[src/rtl/fetch_controller.sv]
// Instruction fetch controller: issues word reads to instruction memory and
// presents each fetched word with its address to decode via a valid/ready handshake.
module fetch_controller #(
  parameter logic [31:0] RESET_PC = 32'h0000_0000
) (
  input  logic        clk,
  input  logic        rst_n,
  output logic        imem_req,
  output logic [31:0] imem_addr,
  input  logic        imem_ack,
  input  logic [31:0] imem_rdata,
  input  logic        redirect_valid,
  input  logic [31:0] redirect_pc,
  output logic        instr_valid,
  input  logic        instr_ready,
  output logic [31:0] instr_out,
  output logic [31:0] instr_pc
);

  typedef enum logic [1:0] {
    IDLE  = 2'd0,
    REQ   = 2'd1,
    HOLD  = 2'd2,
    DRAIN = 2'd3
  } state_t;

  localparam logic [31:0] PC_INIT = {RESET_PC[31:2], 2'b00};

  state_t      state_q, state_d;
  logic [31:0] pc_q, pc_d;
  logic        req_q, req_d;
  logic [31:0] addr_q, addr_d;
  logic        valid_q, valid_d;
  logic [31:0] instr_q, instr_d;
  logic [31:0] ipc_q, ipc_d;
  logic        started_q, started_d;

  logic [31:0] redir_pc;
  logic        transfer;

  assign redir_pc = {redirect_pc[31:2], 2'b00};
  assign transfer = valid_q && instr_ready;

  always_ff @(posedge clk or negedge rst_n) begin
    if (!rst_n) begin
      state_q   <= IDLE;
      pc_q      <= PC_INIT;
      req_q     <= 1'b0;
      addr_q    <= '0;
      valid_q   <= 1'b0;
      instr_q   <= '0;
      ipc_q     <= '0;
      started_q <= 1'b0;
    end else begin
      state_q   <= state_d;
      pc_q      <= pc_d;
      req_q     <= req_d;
      addr_q    <= addr_d;
      valid_q   <= valid_d;
      instr_q   <= instr_d;
      ipc_q     <= ipc_d;
      started_q <= started_d;
    end
  end

  always_comb begin
    state_d   = state_q;
    pc_d      = pc_q;
    req_d     = req_q;
    addr_d    = addr_q;
    valid_d   = valid_q;
    instr_d   = instr_q;
    ipc_d     = ipc_q;
    started_d = 1'b1;

    unique case (state_q)
      IDLE: begin
        valid_d = 1'b0;
        req_d   = 1'b0;
        if (redirect_valid) begin
          pc_d = redir_pc;
        end
        // The first edge after reset release only arms started_q, so IDLE
        // occupies one full cycle and the first request follows the second edge.
        if (started_q) begin
          state_d = REQ;
          req_d   = 1'b1;
          addr_d  = pc_d;
        end
      end

      REQ: begin
        if (redirect_valid && imem_ack) begin
          pc_d    = redir_pc;
          addr_d  = redir_pc;
          req_d   = 1'b1;
          state_d = REQ;
        end else if (redirect_valid) begin
          // Issued request stays on the bus unchanged until its ack arrives.
          pc_d    = redir_pc;
          state_d = DRAIN;
        end else if (imem_ack) begin
          instr_d = imem_rdata;
          ipc_d   = pc_q;
          pc_d    = pc_q + 32'd4;
          valid_d = 1'b1;
          req_d   = 1'b0;
          state_d = HOLD;
        end
      end

      HOLD: begin
        if (redirect_valid) begin
          pc_d    = redir_pc;
          valid_d = 1'b0;
          req_d   = 1'b1;
          addr_d  = redir_pc;
          state_d = REQ;
        end else if (transfer) begin
          valid_d = 1'b0;
          req_d   = 1'b1;
          addr_d  = pc_q;
          state_d = REQ;
        end
      end

      DRAIN: begin
        if (redirect_valid) begin
          pc_d = redir_pc;
        end
        if (imem_ack) begin
          req_d   = 1'b1;
          addr_d  = pc_d;
          state_d = REQ;
        end
      end

      default: begin
        state_d = IDLE;
        req_d   = 1'b0;
        valid_d = 1'b0;
      end
    endcase
  end

  assign imem_req    = req_q;
  assign imem_addr   = addr_q;
  assign instr_valid = valid_q;
  assign instr_out   = instr_q;
  assign instr_pc    = ipc_q;

endmodule

[config.mk]
export PLATFORM = sky130hd
export DESIGN_NAME = fetch_controller
export DESIGN_NICKNAME = d
export VERILOG_FILES = /design/src/rtl/fetch_controller.sv
export SDC_FILE = /design/constraint.sdc
export NUM_CORES = 1
export LEC_CHECK = 0
export ABC_AREA = 0
export CAP_MARGIN = 0
export CORE_AREA = 2 2 133 135
export CTS_CLUSTER_SIZE = 12
export DETAILED_ROUTE_END_ITERATION = 12
export DIE_AREA = 0 0 135 137
export GPL_ROUTABILITY_DRIVEN = 0
export PLACE_DENSITY = 0.69
export SKIP_LAST_GASP = 1
export SYNTH_ARGS = -nofsm -noshare
export SYNTH_HDL_FRONTEND = slang
export SYNTH_SLANG_ARGS = --single-unit
export TNS_END_PERCENT = 10
[constraint.sdc]
create_clock -name clk -period 2 [get_ports clk]
set_input_delay 0.4 -clock clk [delete_from_list [all_inputs] [get_ports clk]]
set_output_delay 0.4 -clock clk [all_outputs]
set_load 0.005 [all_outputs]
==> summary.md <==
| Metric | Value |
|---|---|
| Status | completed |
| DR DRC count | 0 |
| Root Driver | clkbuf_16 |
| CTS Buffer Depth | 2 |
| Synth Instances | 490 |
| CTS H-Tree Depth | 4 |
| Die X | 135 um |
| Placement Cell Area | between 8000 and 9000 sq um |
| Final Util | 0.503 |
| DR vias/cell | 4.83 |
| Top post-synthesis cells by count | 133 x dfrtp_1, 69 x mux2_2, 37 x nor2_1 |
| Final hold vios | 0 |
| Mapped Area | 5880 sq um |
| Hpwl dp | 10.9 mm |
| Share of cells above drive strength 1 | 0.210 |
| Critical Path Fanout Max | 7 |
| Via count | 4420 |
| Largest net degree at the start of global routing | 61 |
| Pwr dens | 1380 nW/um^2 |
| Worst path top cell family by delay | simple AND/OR/NAND/NOR gates |
| Crit path capture type | flop |
| Leak Pwr | 3.52 nW |
| Achievable Freq | ~0.54 GHz |
| Num CTS Buffers | 17 |
| Routed wire length | around 15 mm |
| Area of the die | 18500 sq um |
| Clock skew | approximately 0.01 ns |
| Worst vdd ir | 0.000870 V |
| Worst path cell trace | and3_1 > nand3_1 > or3_1 > o311ai_1 |
| Synth top area share | 0.566 |
| Reg2reg start | pc_q[18]$_DFFE_PN0P_ |
| Clock latency on the worst-skew pair | around 0.42 ns |
| Post-CTS Resized | 0 |
| Top cells by area, synth | dfrtp_1 57%, mux2_2 13%, mux2i_1 5.4% |
| CTS tree | done |
| Max-slew violation count | 0 |
| Final Cycle Share | 0.926 |
| Min-delay worst type | input pin to flop |
| DP Cell Count | 886 |
| Gr usage total | 0.169 |
| Setup TNS | 0 ns |
| Top_reg_cell synth | dfrtp_1 |
| WP data arrival | 2.17 ns |
| Shortest period the worst path allows | 1.85 ns |
| M1 WL | 6.32 mm |
| CP Buf/Inv Count | 0 |
| Synth warnings | 0 |
| Most frequent cell after synthesis | dfrtp_1 |
| Die Y | 137 um |
| Depth of the most critical reg-to-reg path | 4 |
| Worst path max stage delay | 0.48 ns |
| Post-synth EDFFs | 0 |
| CP required | between 2 and 2.5 ns |
| Total power | 11.9 mW |
| Top layer in use | met4 |
| Fin area | ~8600 sq um |
| Site Rows | 48 |
| First-pass GRT wire length | 24.0 mm |
| I/O Buffers | about 160 |
| Diode count | 0 |
| Distinct cells, synth | 45 |
| Non-filler cells, final | 916 |
| Met3 routed WL | 1.06 mm |
| Hold path depth | 3 |
| RSZ-0062 raised after global routing | true |
| Overflow after GRT | 0 |
| Clock-pin slew on the worst setup and hold paths | 0.05 ns |
| Area delta synth->final | 45.8% |
| Filler instances | 1492 |
| Starting Density | 0.345 |
| Met2 wire len | 7.28 mm |
| 1st-iter DRT viols | between 150 and 200 |
| Slowest-stage cell, CP | or3_1 |
| Antenna violations before repair | 0 |
| Clock sinks | 133 |
| Worst Hold Launch | redirect_valid |
| Syn avg cell area | 12.0 sq um |
| Syn Nets | 560 |
| Synth async-reset ratio | 1.00 |
| Sequential area share after synthesis | 0.566 |
| Crit start category | flop |
| Cell taking the most area after synthesis | dfrtp_1 |
| Final antenna-violating net count | 0 |
| Post-synthesis register bit count | approximately 130 |
| Routed length per instance | between 15 and 20 um |
| Setup CP Type | flop to flop |
| Postcts setup bufs | 0 |
| RR Endpoint | pc_q[29]$_DFFE_PN0P_ |
| Setup slack, reg-to-reg | 0.15 ns |
| Hold Path End | pc_q[1]$_DFFE_PN0P_ |
| DR pass1 iterations | 4 |
| Ports | 167 |
| Total core area | 17100 sq um |
| Vias in the first global route | 4636 |
| Max-cap violations | 0 |
| Nets | 751 |
| Final setup vio count | 0 |
-- metal layers --
layer,vias up,GRT usage
met4,0,0.0671
met3,24,0.0567
li1,2092,-
met1,2156,0.207
met2,148,0.277
met5,-,0
-- state kept, by name (all words and copies together) (netlist names) --
signal,flops
instr_valid,1
started_q,1
instr_pc,32
imem_req,1
instr_out,32
state_q,2
imem_addr,32
pc_q,32
-- per-stage QoR --
step           worst slack [ns]  hold slack (ns)
6_report                  0.148            0.414
2_1_floorplan             0.311            0.104
5_1_grt                 -0.0364            0.433
3_5_place_dp             -0.240            0.309
4_1_cts                   0.125            0.401
3_3_place_gp             -0.224            0.301
-- cell type report --
| class | instances | area [sq um] | area share |
|---|---|---|---|
| sequential | 133 | 3330 | 0.388 |
| timing repair buffer | 199 | 1990 | 0.232 |
| clock buffer | 24 | 472 | 0.0550 |
| multi-input combinational | 323 | 2430 | 0.283 |
| inverter | 7 | 26.3 | 0.00306 |
| tap | 225 | 282 | 0.0328 |
| clock inverter | 5 | 52.6 | 0.00613 |
-- where the power goes --
group | total, mW | internal [mW] | leakage [nW] | switching (mW)
Sequential | 4.39 | 3.75 | 1.58 | 0.646
Clock | 2.84 | 1.74 | 0.256 | 1.09
Combinational | 4.63 | 2.93 | 1.69 | 1.70
Total | 11.9 | 8.42 | 3.52 | 3.44
-- cells in the final DEF, fill, tap and decap left out, drive strengths merged, types with 2 or more instances in the layout --
cell type,instances
a31oi,2
dfrtp,133
mux2,69
nor4,4
nand3,11
nand4,11
nor2b,5
nor3,4
nand2,35
and2,2
mux2i,32
nor2,37
xnor2,14
a21oi,32
clkbuf,24
o21ai,29
inv,6
and4,3
buf,36
xor2,13
o311ai,2
or3,4
clkinv,4
clkdlybuf4s50,162
-- cells by family (layout without fill, tap and decap cells) --
kind of cell / count (synthesis) / in the layout / share of synthesized area
compound gates: 70 / 70 / 0.0636
buf+inv: 34 / 235 / 0.0253
xor+xnor: 27 / 27 / 0.0402
flops: 133 / 133 / 0.566
simple gates: 123 / 123 / 0.116
fa+ha+maj: 1 / 1 / 0.00213
mux: 101 / 101 / 0.187
other cells: 1 / 1 / 0.000637
-- tightest hold or removal path, stage by stage --
cell	delay [ns]
buf_2	0.16
buf_4	0.18
nor2b_1	0.06
-- worst max-delay path by stage --
stage | startpoint | endpoint | slack (ns) | cells after the start
after floorplan | pc_q[2]$_DFFE_PN0P_ | pc_q[30]$_DFFE_PN0P_ | 0.31 | 6
after detailed placement | imem_ack | instr_out[31]$_DFFE_PN0P_ | -0.24 | 6
after global placement | imem_ack | pc_q[24]$_DFFE_PN0P_ | -0.22 | 6
after CTS | pc_q[18]$_DFFE_PN0P_ | pc_q[29]$_DFFE_PN0P_ | 0.13 | 4
after global routing | pc_q[15]$_DFFE_PN0P_ | pc_q[29]$_DFFE_PN0P_ | -0.04 | 5
final | pc_q[18]$_DFFE_PN0P_ | pc_q[29]$_DFFE_PN0P_ | 0.15 | 4
-- what timing repair did --
item	in CTS	in global routing
hold buffers	1	0
endpoints found under the setup margin	0	3
endpoints found under the hold margin	29	0
Note: power is estimated with default switching activity, not from simulation.
